### src/rtl/dbuf_pkg.sv
`default_nettype none
// ============================================================================
// Module : dbuf_pkg
// Brief  : Shared types and default geometry for the ping-pong stream buffer.
// Rev    : 1.0
// ============================================================================
package dbuf_pkg;

    localparam int c_def_awidth      = 12;
    localparam int c_def_dwidth      = 40;
    localparam int c_def_frame_words = 4096;

    typedef enum logic [1:0] {
        BANK_EMPTY    = 2'd0,
        BANK_FILLING  = 2'd1,
        BANK_FULL     = 2'd2,
        BANK_DRAINING = 2'd3
    } bank_state_t;

    // A bank is owned by the reader from the moment it closes until its last read issues.
    function automatic logic bank_busy(input bank_state_t s);
        return (s == BANK_FULL) || (s == BANK_DRAINING);
    endfunction

endpackage
`default_nettype wire

### src/rtl/dbuf_skid_fifo.sv
`default_nettype none
// ============================================================================
// Module : dbuf_skid_fifo
// Brief  : Two-entry output FIFO; occupancy feeds the read-credit logic.
// Rev    : 1.0
// ============================================================================
module dbuf_skid_fifo #(
    parameter int WIDTH = 41
) (
    input  logic             clk,
    input  logic             resetn,
    input  logic             i_push,
    input  logic [WIDTH-1:0] i_data,
    input  logic             i_pop,
    output logic [WIDTH-1:0] o_head,
    output logic [1:0]       o_count
);

    logic [WIDTH-1:0] r_mem0;
    logic [WIDTH-1:0] r_mem1;
    logic [1:0]       r_count;
    logic             w_pop;

    assign w_pop   = i_pop && (r_count != 2'd0);
    assign o_head  = r_mem0;
    assign o_count = r_count;

    // Slot 0 is always the head; a pop shifts slot 1 forward.
    always_ff @(posedge clk or negedge resetn) begin
        if (!resetn) begin
            r_mem0  <= '0;
            r_mem1  <= '0;
            r_count <= 2'd0;
        end else begin
            case ({i_push, w_pop})
                2'b10: begin
                    if (r_count == 2'd0) r_mem0 <= i_data;
                    else                 r_mem1 <= i_data;
                    r_count <= r_count + 2'd1;
                end
                2'b01: begin
                    r_mem0  <= r_mem1;
                    r_count <= r_count - 2'd1;
                end
                2'b11: begin
                    if (r_count == 2'd1) begin
                        r_mem0 <= i_data;
                    end else begin
                        r_mem0 <= r_mem1;
                        r_mem1 <= i_data;
                    end
                end
                default: ;
            endcase
        end
    end

endmodule
`default_nettype wire

### src/rtl/dbuf_stream_ctrl.sv
`default_nettype none
// ============================================================================
// Module : dbuf_stream_ctrl
// Brief  : Frame-granular ping-pong sequencer for two dual-port RAM banks.
// Rev    : 1.0
// ============================================================================
module dbuf_stream_ctrl
    import dbuf_pkg::*;
#(
    parameter int AWIDTH      = c_def_awidth,
    parameter int DWIDTH      = c_def_dwidth,
    parameter int FRAME_WORDS = c_def_frame_words
) (
    input  logic              clk,
    input  logic              resetn,
    input  logic              in_valid,
    output logic              in_ready,
    input  logic [DWIDTH-1:0] in_data,
    input  logic              in_last,
    output logic              out_valid,
    input  logic              out_ready,
    output logic [DWIDTH-1:0] out_data,
    output logic              out_last,
    output logic [AWIDTH-1:0] ram0_address_a,
    output logic              ram0_wren_a,
    output logic [DWIDTH-1:0] ram0_data_a,
    output logic [AWIDTH-1:0] ram0_address_b,
    output logic              ram0_wren_b,
    input  logic [DWIDTH-1:0] ram0_out_b,
    output logic [AWIDTH-1:0] ram1_address_a,
    output logic              ram1_wren_a,
    output logic [DWIDTH-1:0] ram1_data_a,
    output logic [AWIDTH-1:0] ram1_address_b,
    output logic              ram1_wren_b,
    input  logic [DWIDTH-1:0] ram1_out_b,
    output logic [1:0]        bank_full
);

    localparam logic [AWIDTH-1:0] c_last_idx = AWIDTH'(FRAME_WORDS - 1);

    bank_state_t       r_state [2];
    logic [AWIDTH:0]   r_len   [2];
    logic              r_wr_bank;
    logic              r_rd_bank;
    logic [AWIDTH-1:0] r_wr_cnt;
    logic [AWIDTH-1:0] r_rd_cnt;
    logic              r_run;
    logic              r_if_valid;
    logic              r_if_bank;
    logic              r_if_last;

    logic              w_wr_fire;
    logic              w_wr_close;
    logic              w_rd_active;
    logic              w_rd_issue;
    logic              w_rd_final;
    logic              w_pop;
    logic [1:0]        w_fifo_count;
    logic [2:0]        w_occ;
    logic [DWIDTH:0]   w_fifo_head;
    logic [DWIDTH:0]   w_fifo_in;
    logic [1:0]        w_wr_en;
    logic [AWIDTH-1:0] w_wr_addr [2];
    logic [DWIDTH-1:0] w_wr_data [2];
    logic [AWIDTH-1:0] w_rd_addr [2];
    logic [1:0]        w_busy;

    // r_run keeps in_ready low for the whole reset, including the async assertion.
    assign in_ready    = r_run && !bank_busy(r_state[r_wr_bank]);
    assign w_wr_fire   = in_valid && in_ready;
    assign w_wr_close  = w_wr_fire && (in_last || (r_wr_cnt == c_last_idx));

    assign out_valid   = (w_fifo_count != 2'd0);
    assign out_data    = out_valid ? w_fifo_head[DWIDTH-1:0] : '0;
    assign out_last    = out_valid && w_fifo_head[DWIDTH];
    assign w_pop       = out_valid && out_ready;

    // A slot freed by this cycle's pop can be re-used by this cycle's read.
    assign w_occ       = {1'b0, w_fifo_count} + {2'b00, r_if_valid};
    assign w_rd_active = bank_busy(r_state[r_rd_bank]);
    assign w_rd_issue  = w_rd_active && (w_occ < (3'd2 + {2'b00, w_pop}));
    assign w_rd_final  = (({1'b0, r_rd_cnt} + 1'b1) == r_len[r_rd_bank]);

    assign w_fifo_in   = {r_if_last, (r_if_bank ? ram1_out_b : ram0_out_b)};

    for (genvar k = 0; k < 2; k++) begin : g_bank
        assign w_wr_en[k]   = w_wr_fire && (r_wr_bank == 1'(k));
        assign w_wr_addr[k] = w_wr_en[k] ? r_wr_cnt : '0;
        assign w_wr_data[k] = w_wr_en[k] ? in_data : '0;
        assign w_rd_addr[k] = (w_rd_issue && (r_rd_bank == 1'(k))) ? r_rd_cnt : '0;
        assign w_busy[k]    = bank_busy(r_state[k]);
    end

    assign ram0_address_a = w_wr_addr[0];
    assign ram0_wren_a    = w_wr_en[0];
    assign ram0_data_a    = w_wr_data[0];
    assign ram0_address_b = w_rd_addr[0];
    assign ram0_wren_b    = 1'b0;
    assign ram1_address_a = w_wr_addr[1];
    assign ram1_wren_a    = w_wr_en[1];
    assign ram1_data_a    = w_wr_data[1];
    assign ram1_address_b = w_rd_addr[1];
    assign ram1_wren_b    = 1'b0;
    assign bank_full      = w_busy;

    // Writer and reader never touch the same bank in one cycle: the writer only
    // owns EMPTY/FILLING banks, the reader only FULL/DRAINING ones.
    always_ff @(posedge clk or negedge resetn) begin
        if (!resetn) begin
            r_state[0] <= BANK_EMPTY;
            r_state[1] <= BANK_EMPTY;
            r_len[0]   <= '0;
            r_len[1]   <= '0;
            r_wr_bank  <= 1'b0;
            r_rd_bank  <= 1'b0;
            r_wr_cnt   <= '0;
            r_rd_cnt   <= '0;
            r_run      <= 1'b0;
            r_if_valid <= 1'b0;
            r_if_bank  <= 1'b0;
            r_if_last  <= 1'b0;
        end else begin
            r_run <= 1'b1;

            if (w_wr_fire) begin
                if (w_wr_close) begin
                    r_state[r_wr_bank] <= BANK_FULL;
                    r_len[r_wr_bank]   <= {1'b0, r_wr_cnt} + 1'b1;
                    r_wr_cnt           <= '0;
                    r_wr_bank          <= ~r_wr_bank;
                end else begin
                    r_state[r_wr_bank] <= BANK_FILLING;
                    r_wr_cnt           <= r_wr_cnt + 1'b1;
                end
            end

            r_if_valid <= w_rd_issue;
            r_if_bank  <= r_rd_bank;
            r_if_last  <= w_rd_final;

            if (w_rd_issue) begin
                if (w_rd_final) begin
                    r_state[r_rd_bank] <= BANK_EMPTY;
                    r_rd_cnt           <= '0;
                    r_rd_bank          <= ~r_rd_bank;
                end else begin
                    r_state[r_rd_bank] <= BANK_DRAINING;
                    r_rd_cnt           <= r_rd_cnt + 1'b1;
                end
            end else if (r_state[r_rd_bank] == BANK_FULL) begin
                r_state[r_rd_bank] <= BANK_DRAINING;
            end
        end
    end

    dbuf_skid_fifo #(
        .WIDTH (DWIDTH + 1)
    ) u_skid (
        .clk     (clk),
        .resetn  (resetn),
        .i_push  (r_if_valid),
        .i_data  (w_fifo_in),
        .i_pop   (w_pop),
        .o_head  (w_fifo_head),
        .o_count (w_fifo_count)
    );

endmodule
`default_nettype wire
### config.mk
export PLATFORM = sky130hd
export DESIGN_NAME = dbuf_stream_ctrl
export DESIGN_NICKNAME = d
export VERILOG_FILES = /design/src/rtl/dbuf_pkg.sv /design/src/rtl/dbuf_skid_fifo.sv /design/src/rtl/dbuf_stream_ctrl.sv
export SDC_FILE = /design/constraint.sdc
export NUM_CORES = 1
export LEC_CHECK = 0
export CAP_MARGIN = 20
export CORE_ASPECT_RATIO = 0.6
export CORE_MARGIN = 3
export CORE_UTILIZATION = 55
export DETAILED_ROUTE_END_ITERATION = 10
export DONT_BUFFER_PORTS = 1
export PLACE_DENSITY = 0.7
export SETUP_SLACK_MARGIN = 0.4
export SYNTH_ARGS = -nofsm -noshare
export SYNTH_HDL_FRONTEND = slang
export SYNTH_HIERARCHICAL = 1
export SYNTH_SLANG_ARGS = --single-unit
### constraint.sdc
create_clock -name clk -period 3.7 [get_ports clk]
set_input_delay 1.11 -clock clk [delete_from_list [all_inputs] [get_ports clk]]
set_output_delay 1.11 -clock clk [all_outputs]
set_load 0.05 [all_outputs]
**Word-level counts from Yosys, hierarchy flattened**

Index checks and enable logic that the tools add are counted.

- Output and inout bits: 177
- Logic and storage cells: 124
- Register bits after elaboration: 144

- Reduce and logical (&&, ||, !) cells: 28
- Order comparisons: 5
- Multiplexer cells: 38
- Equal/unequal tests: 17
- Bitwise operators: 13
- Add/subtract/negate cells: 8

Operators with widths:

| kind | number |
|---|---|
| $mux 41 | 4 |
| $mux 40 | 4 |
| $pmux 41 s3 | 1 |
| $pmux 41 s2 | 1 |
| $mux 12 | 6 |
| $mux 13 | 4 |
| $add 12x1->13 const B | 2 |
| $bwmux 26 | 1 |
| $add 12x1->12 const B | 2 |
| $eq 2x2->1 const B | 10 |
| $mux 4 | 5 |
| $mux 2 | 8 |
| $demux 13 s1 | 1 |
| $eq 13x13->1 | 1 |
| $logic_and 1x1->1 | 13 |
| $eq 12x12->1 const B | 1 |
| $reduce_and 2->1 | 3 |
| $reduce_bool 2->1 | 3 |
| $logic_or 1x1->1 | 5 |
| $and 2x2->2 | 2 |
| $and 4x4->4 | 1 |
| $demux 2 s1 | 2 |
| $eq 2x1->1 const B | 2 |
| $ge 2x2->1 const B | 2 |
| other kinds (19) | 25 |

**Logic depth before layout (Yosys ltp)**

Gate-level depths: netlist of the first run.

- Word-level depth: 15
- Depth in mapped cells: 10

**Modules after synthesis**

The synthesis of the first run kept the hierarchy.

Modules (own cells, without submodules):

| module | instances | cells each | area an instance (µm²) |
|---|---|---|---|
| dbuf_stream_ctrl | 1 | 587 | 4880.9 |
| dbuf_skid_fifo | 1 | 342 | 3923.8 |

**Worst setup path after synthesis of the first run**

Ideal clock, no wire load.

- Kind: input to output
- From: input port out_ready
- To: output port ram0_address_b[10]
- Arrival: 2.449 ns
- Path buffers: 1
- Slack: 0.141 ns
- Stages: 5
- Data required time: 2.590 ns
- Cells stage by stage: o21ai_0 -> o21ai_0 -> nor3b_1 -> clkbuf_1 -> and2_1

- Longest elaborated chain between the ends: 6

Ends and longest elaborated chain:

| what | line | RTL |
|---|---|---|
| from (decl) | dbuf_stream_ctrl.sv:21 | `input logic out_ready,` |
| $logic_and 1x1->1 | dbuf_stream_ctrl.sv:76 | `assign w_pop = out_valid && out_ready;` |
| $add 2x1->3 | dbuf_stream_ctrl.sv:81 | `assign w_rd_issue = w_rd_active && (w_occ < (3'd2 + {2'b00, w_pop}));` |
| $lt 3x3->1 | dbuf_stream_ctrl.sv:81 |  |
| $logic_and 1x1->1 | dbuf_stream_ctrl.sv:81 |  |
| $logic_and 1x1->1 | dbuf_stream_ctrl.sv:90 | `assign w_rd_addr[k] = (w_rd_issue && (r_rd_bank == 1'(k))) ? r_rd_cnt : '0;` |
| $mux 12 | dbuf_stream_ctrl.sv:90 |  |
| to (decl) | dbuf_stream_ctrl.sv:27 | `output logic [AWIDTH-1:0] ram0_address_b,` |

No other way between the ends.

**Worst setup path in the final report of the first run**

Same ends and word-level chain as after synthesis.

==> run_results.csv, run 1 <==
group,metric,value,unit
min_path,hp-class,"in -> async",
placed_design,dp_hpwl,17990,microns
clocking,cts_tree,"built",
synth,synth_flop_cell,"dfrtp_1",
sta,tightest_slew,0.9195,ns
global_routing,grt_remaining_overflow,0,
synth,synth.top_cells.by_count,"142 x dfrtp_1, 128 x and2_1, 93 x o21ai_0",
floorplanning,row_count,35,
setup_path,start_kind,"input port",
route,wl,25700,microns
setup_path,endpoint_kind,"primary output",
sta,report.final.slew_viol_count,0,
floorplanning,die_x,169.3,microns
global_routing,grt_max_degree,143,
clocking,cts-root-buf,"clkbuf_16",
route,vias,7405,
route,routed_via_density,5.962,
global_routing,grt_pass1_wl,40520,microns
sta,setup_viol,0,
floorplanning,die-area,0.01761,sq mm
synth,synthCells,929,
route,drt_iter0_markers,744,
clocking,clock_sinks,142,
status,status,"completed",
clocking,numCtsBuffers,17,
power_and_ir_drop,p_leak,0.005022,uW
route,dr.pass1.iters,5,
sta,period_share,87.33,%
clocking,cts.clk_slew.worst_paths,0.07,ns
power_and_ir_drop,ir_drop,577.5,uV
cells_and_area,finalNetCount,1161,
sta,final_hold_viol_count,0,
global_routing,grt_pass1_vias,7396,
synth,synth_edf_count,0,
synth,synth_area_leader_cell,"dfrtp_1",
flow_run,cap_viol_max_count,0,
route,drtAntennaViolNets,0,
global_routing,antenna_found_initial,0,
setup_path,required,2.59,ns
setup_path,path_class,"in -> out",
global_routing,track_usage,28.68,%
clocking,clkLatencyLatePin,0.42,ns
cells_and_area,synthToLayoutAreaGrowth,29.47,%
sta,fin_crit,3.231,ns
sta,grt_setup_unrepaired,"no",
floorplanning,core_region_area,0.01550,sq mm
clocking,cts.path.max_buffers,2,
setup_path,crit_fanout,6,
sta,setup_tns,0,ns
clocking,htreeDepth,4,
setup_path,crit_arrival,2.12,ns
sta,fmax,0.3095,GHz
cells_and_area,diodes,0,
sta,slew_headroom,38.70,%
synth,synth_area,0.008805,sq mm
placed_design,gp_congestion,0.8788,
synth,postSynth.asyncResetShare,100.0,%
synth,synthTopCellsByArea,"dfrtp_1 40%, and2_1 9.1%, mux2_4 6.8%",
synth,yosysMostFrequentCell,"dfrtp_1",
synth,synth_warnings,6,
placed_design,portBuffers,0,
synth,synth_top_area_share,40.36,%
floorplanning,fp.dieH,104.0,microns
floorplanning,initial_core_util,56.80,%
power_and_ir_drop,power_density,875.9,mW/mm^2
floorplanning,io_pins,302,
synth,synth.yosys.seq_area_share,40.36,%
route,post-route-drc-count,0,
synth,synth_seq_cells,142,
route,wl_per_cell,20.69,microns
sta,fin_skew,0.01956,ns
synth,syn_avg_cell_area,9.478,sq um
synth,ys_types,63,
cells_and_area,drive_gt1_share,34.07,%
sta,hold_slack,0.3866,ns
## report_power, final
group / switching [uW] / leakage (uW) / internal [uW] / total (uW)
combinational: 3450 / 0.00299 / 2220 / 5670
clock: 738 / 0.000284 / 970 / 1710
sequential: 467 / 0.00175 / 2140 / 2610
total: 4650 / 0.00502 / 5330 / 9980
## metal layers
layer / share of wire [%] / GRT usage [%] / vias up
met3: 7.4 / 6.570 / 38
li1: - / - / 3378
met5: 0 / 0 / -
met2: 51 / 49.21 / 374
met4: 1.1 / 5.893 / 0
met1: 41 / 37.38 / 3615
## what timing repair did
action | CTS | global route
gates cloned | 1 | 1
buffers inserted | 3 | 4
gates resized for setup | 7 | 19
setup endpoints to repair | 45 | 24
pin swaps | 1 | 2
hold buffers | 0 | 0
## registers in the layout, indices dropped and copies added, names as in the netlist
register,cells
r_run,1
r_wr_cnt,12
r_rd_cnt,12
u_skid/r_mem1,41
u_skid/o_count,2
r_rd_bank,1
r_if_valid,1
r_state,2
u_skid/o_head,41
r_if_bank,1
r_len,26
r_if_last,1
r_wr_bank,1
## worst paths after layout
path,end,depth (start not counted),slack [ns],start
setup / recovery,ram0_address_b[10],6,0.47,out_ready
hold / removal,u_skid/o_head[26],0,0.39,resetn
setup reg to reg,r_len[1],7,0.79,r_wr_cnt[0]
hold reg to reg,r_len[10],2,0.48,r_len[10]
max in group asynchronous,r_if_bank,0,3.00,resetn
min in group clk,r_len[10],2,0.48,r_len[10]
## metrics by stage
| step | instances | utilization (%) | cell area, sq um | setup WS (ns) | power (uW) |
|---|---|---|---|---|---|
| after global routing | 1242 | 73.54 | 11400 | 0.4436 | 10480 |
| after CTS | 1236 | 72.87 | 11300 | 0.4155 | 9849 |
| after floorplan | 930 | - | 8887 | 0.3997 | 6752 |
| final | 1242 | 73.54 | 11400 | 0.4689 | 9985 |
| after detailed placement | 1200 | 68.70 | 10650 | 0.3923 | 8035 |
| after global placement | 1200 | 68.70 | 10650 | 0.4400 | 7830 |
## worst max-delay path, cell delays in order
cell and delay [ns]:
o21ai_2 0.05, o21ai_2 0.18, nor3b_4 0.30, buf_6 0.17
and2_2 0.17, buf_12 0.14
## kinds of logic (layout without fill, tap and decap cells)
| logic type | Yosys count | after routing | synth area share [%] |
|---|---|---|---|
| AOI/OAI and AO/OA | 163 | 163 | 10.74 |
| xor gates and xnor gates | 28 | 28 | 2.871 |
| adders and majority gates | 10 | 10 | 1.421 |
| buffers and inverters | 87 | 195 | 5.229 |
| DFF | 142 | 142 | 40.36 |
| muxes | 99 | 99 | 14.34 |
| other | 2 | 3 | 0.08530 |
| and+or+nand+nor | 398 | 399 | 24.95 |
## area by class of cell
| class | instances | area (sq um) |
|---|---|---|
| repair buffers | 154 | 2026 |
| fillers | 1074 | 4103 |
| well taps | 203 | 254.0 |
| clock buffers | 18 | 439.2 |
| multi-input cells | 702 | 4941 |
| flip-flops and latches | 142 | 3557 |
| clock inverters | 14 | 148.9 |
| inverters | 9 | 33.78 |
## layout by cell type, fill, tap and decap left out, types with 47 or more instances in the layout
cell / count
nor2_1: 67
dfrtp_1: 139
nand3_1: 55
buf_12: 68
o21ai_0: 91
and2_1: 77
buf_4: 82
nand2_1: 52
nor2b_1: 47
(Power assumes the default switching activity.)
==> inputs of run 2 (changes only) <==
Settings changed: CAP_MARGIN 20 to not set, CELL_PAD_IN_SITES_DETAIL_PLACEMENT set to 0, CELL_PAD_IN_SITES_GLOBAL_PLACEMENT set to 1, CORE_UTILIZATION 55 to 51, PLACE_DENSITY 0.7 to not set, PLACE_DENSITY_LB_ADDON set to 0.1.
Clock period 3.7 ns to 4 ns, I/O delays scaled along.
==> run 2 against run 1 <==
Net effect:
- final area shrank 4.9%
- clock skew shrank 0.0075 ns
- first-iteration DRC count decreased by 15%
- critical path depth increased by 1
- highest routed layer unchanged
- combinational power fell by 12%
- via count shrank 0.54%
- sequential share of layout area up 1.6 points
==> run_results.csv, run 2 (synthesized netlist as in run 1, its figures left out) <==
group,metric,value,unit
route,post-route-drc-count,0,
power_and_ir_drop,p_int,4698,uW
route,wl_per_cell,20.10,microns
floorplanning,fp.dieH,107.8,microns
power_and_ir_drop,netSwitchingPower,4228,uW
global_routing,grt_remaining_overflow,0,
sta,report.final.slew_viol_count,0,
sta,period_share,86.49,%
setup_path,endpoint_kind,"primary output",
route,drtAntennaViolNets,0,
cells_and_area,drive_gt1_share,31.38,%
power_and_ir_drop,p_leak,0.004959,uW
setup_path,cp_num_buf_inv,3,
cells_and_area,finalNetCount,1180,
setup_path,required,2.80,ns
flow_run,cap_viol_max_count,0,
power_and_ir_drop,power_density,823.6,mW/mm^2
clocking,cts_tree,"built",
route,dr_wl_met3,1779,microns
sta,fin_crit,3.460,ns
global_routing,track_usage,26.81,%
route,vias,7365,
sta,fin_skew,0.01204,ns
placed_design,dp_hpwl,18770,microns
route,drt-met1-wl,11740,microns
global_routing,grt_pass1_wl,39920,microns
route,wl,25970,microns
route,routed_via_density,5.700,
setup_path,crit_family,"buffers and inverters",
setup_path,start_kind,"input port",
clocking,htreeDepth,4,
floorplanning,die_x,175.6,microns
floorplanning,core_region_area,0.01658,sq mm
cells_and_area,utilization,65.39,%
setup_path,crit_cells,7,
route,dr.pass1.iters,5,
power_and_ir_drop,ir_drop,644.6,uV
route,wl_met2,12080,microns
setup_path,crit_arrival,2.26,ns
setup_path,crit_fanout,14,
floorplanning,die-area,0.01893,sq mm
setup_path,r2r_cells,7,
sta,slew_headroom,35.54,%
clocking,clock_sinks,142,
sta,grt_setup_unrepaired,"no",
cells_and_area,layout_commonest_cell,"buf_4",
setup_path,slowest_delay,0.23,ns
floorplanning,row_count,36,
clocking,numCtsBuffers,17,
power_and_ir_drop,seq_power_share,26.8,%
clocking,cts.path.max_buffers,2,
placed_design,gp_congestion,0.8687,
power_and_ir_drop,p_comb_share,55.7,%
power_and_ir_drop,swShare,47.37,%
sta,fmax,0.2890,GHz
sta,setup_tns,0,ns
clocking,cts.clk_slew.worst_paths,0.07,ns
clocking,clkLatencyLatePin,0.42,ns
route,drt_iter0_markers,636,
setup_path,worstPathCellList,"o21ai_0 -> o21ai_1 -> nor3b_1 -> buf_4 -> inv_1 -> nor2_2 -> buf_12",
power_and_ir_drop,p_clk_share,17.5,%
global_routing,grt_pass1_vias,7238,
cells_and_area,synthToLayoutAreaGrowth,23.11,%
global_routing,grt_max_degree,143,
placed_design,portBuffers,0,
min_path,hp-class,"in -> async",
clocking,postCtsSetupBuffers,0,
sta,tightest_slew,0.9649,ns
global_routing,antenna_found_initial,3,
route,top_layer_used,"met4",
sta,final_hold_viol_count,0,
sta,setup_viol,0,
status,status,"completed",
clocking,cts-root-buf,"clkbuf_16",
setup_path,path_class,"in -> out",
floorplanning,initial_core_util,53.12,%
setup_path,slowest_stage,"buf_4",
cells_and_area,layout_common_cells,"156 x buf_4, 141 x dfrtp_1, 111 x and2_1",
floorplanning,io_pins,302,
[run 2: changes by cell type in the layout (fill, tap and decap cells not counted), sizes merged]
| cell | delta |
|---|---|
| clkinvlp | -1 |
| bufinv | -1 |
| diode | +6 |
| nor2 | -1 |
| inv | +3 |
| buf | +20 |
| clkinv | -1 |
[run 2: area by class of cell]
class	count	area (sq um)
Inverter	9	33.78
Antenna cell	6	15.01
Clock inverter	14	138.9
Multi-Input combinational cell	701	4841
Sequential cell	142	3555
Clock buffer	18	439.2
Tap cell	228	285.3
Fill cell	1348	5737
Timing Repair Buffer	174	1531
[run 2: final timing paths]
kind	endpoint	startpoint	slack, ns
setup / recovery	ram1_address_b[7]	out_ready	0.54
hold / removal	u_skid/r_mem1[4]	resetn	0.47
setup reg to reg	r_len[1]	r_wr_cnt[0]	1.03
hold reg to reg	r_len[0]	r_len[0]	0.48
max in group asynchronous	r_len[19]	resetn	3.34
min in group clk	r_len[0]	r_len[0]	0.48
[run 2: worst register-to-register path: cells and delay by family, from the launching register on]
family                   cells  cell delay (ns)
flip-flops                   1             0.48
multiplexers                 1             0.44
AND/OR/NAND/NOR              5             1.62
adder cells (fa/ha/maj)      1             0.30
[run 2: power by group through the flow]
| stage | clock, uW | combinational [uW] | sequential (uW) |
|---|---|---|---|
| floorplan | 0 | 4030 | 2200 |
| global placement | 0 | 4860 | 2360 |
| detailed placement | 0 | 4950 | 2400 |
| CTS | 1580 | 4970 | 2390 |
| global route | 1640 | 5310 | 2460 |
| finish | 1560 | 4980 | 2390 |
[run 2: per-stage QoR]
step | std cells | worst slack, ns | hold slack [ns] | total power (uW) | cell area (sq um)
floorplan | 930 | 0.4487 | 0.3745 | 6234 | 8840
global placement | 1254 | 0.4936 | 0.4603 | 7222 | 10240
detailed placement | 1254 | 0.4550 | 0.4698 | 7352 | 10240
CTS | 1286 | 0.4800 | 0.4608 | 8935 | 10820
global route | 1289 | 0.4195 | 0.4544 | 9413 | 10830
finish | 1292 | 0.5403 | 0.4738 | 8927 | 10840
[run 2: timing repair]
action / 4_1_cts / 5_1_grt
hold buffers: 0 / 0
resized for setup: 0 / 3
setup endpoints to repair: 0 / 54
[run 2: layer usage]
layer  up-vias  global-route usage [%]
li1       3409                       -
met3        27                   6.836
met2       263                   42.67
met5         -                       0
met1      3666                   36.94
met4         0                   6.437
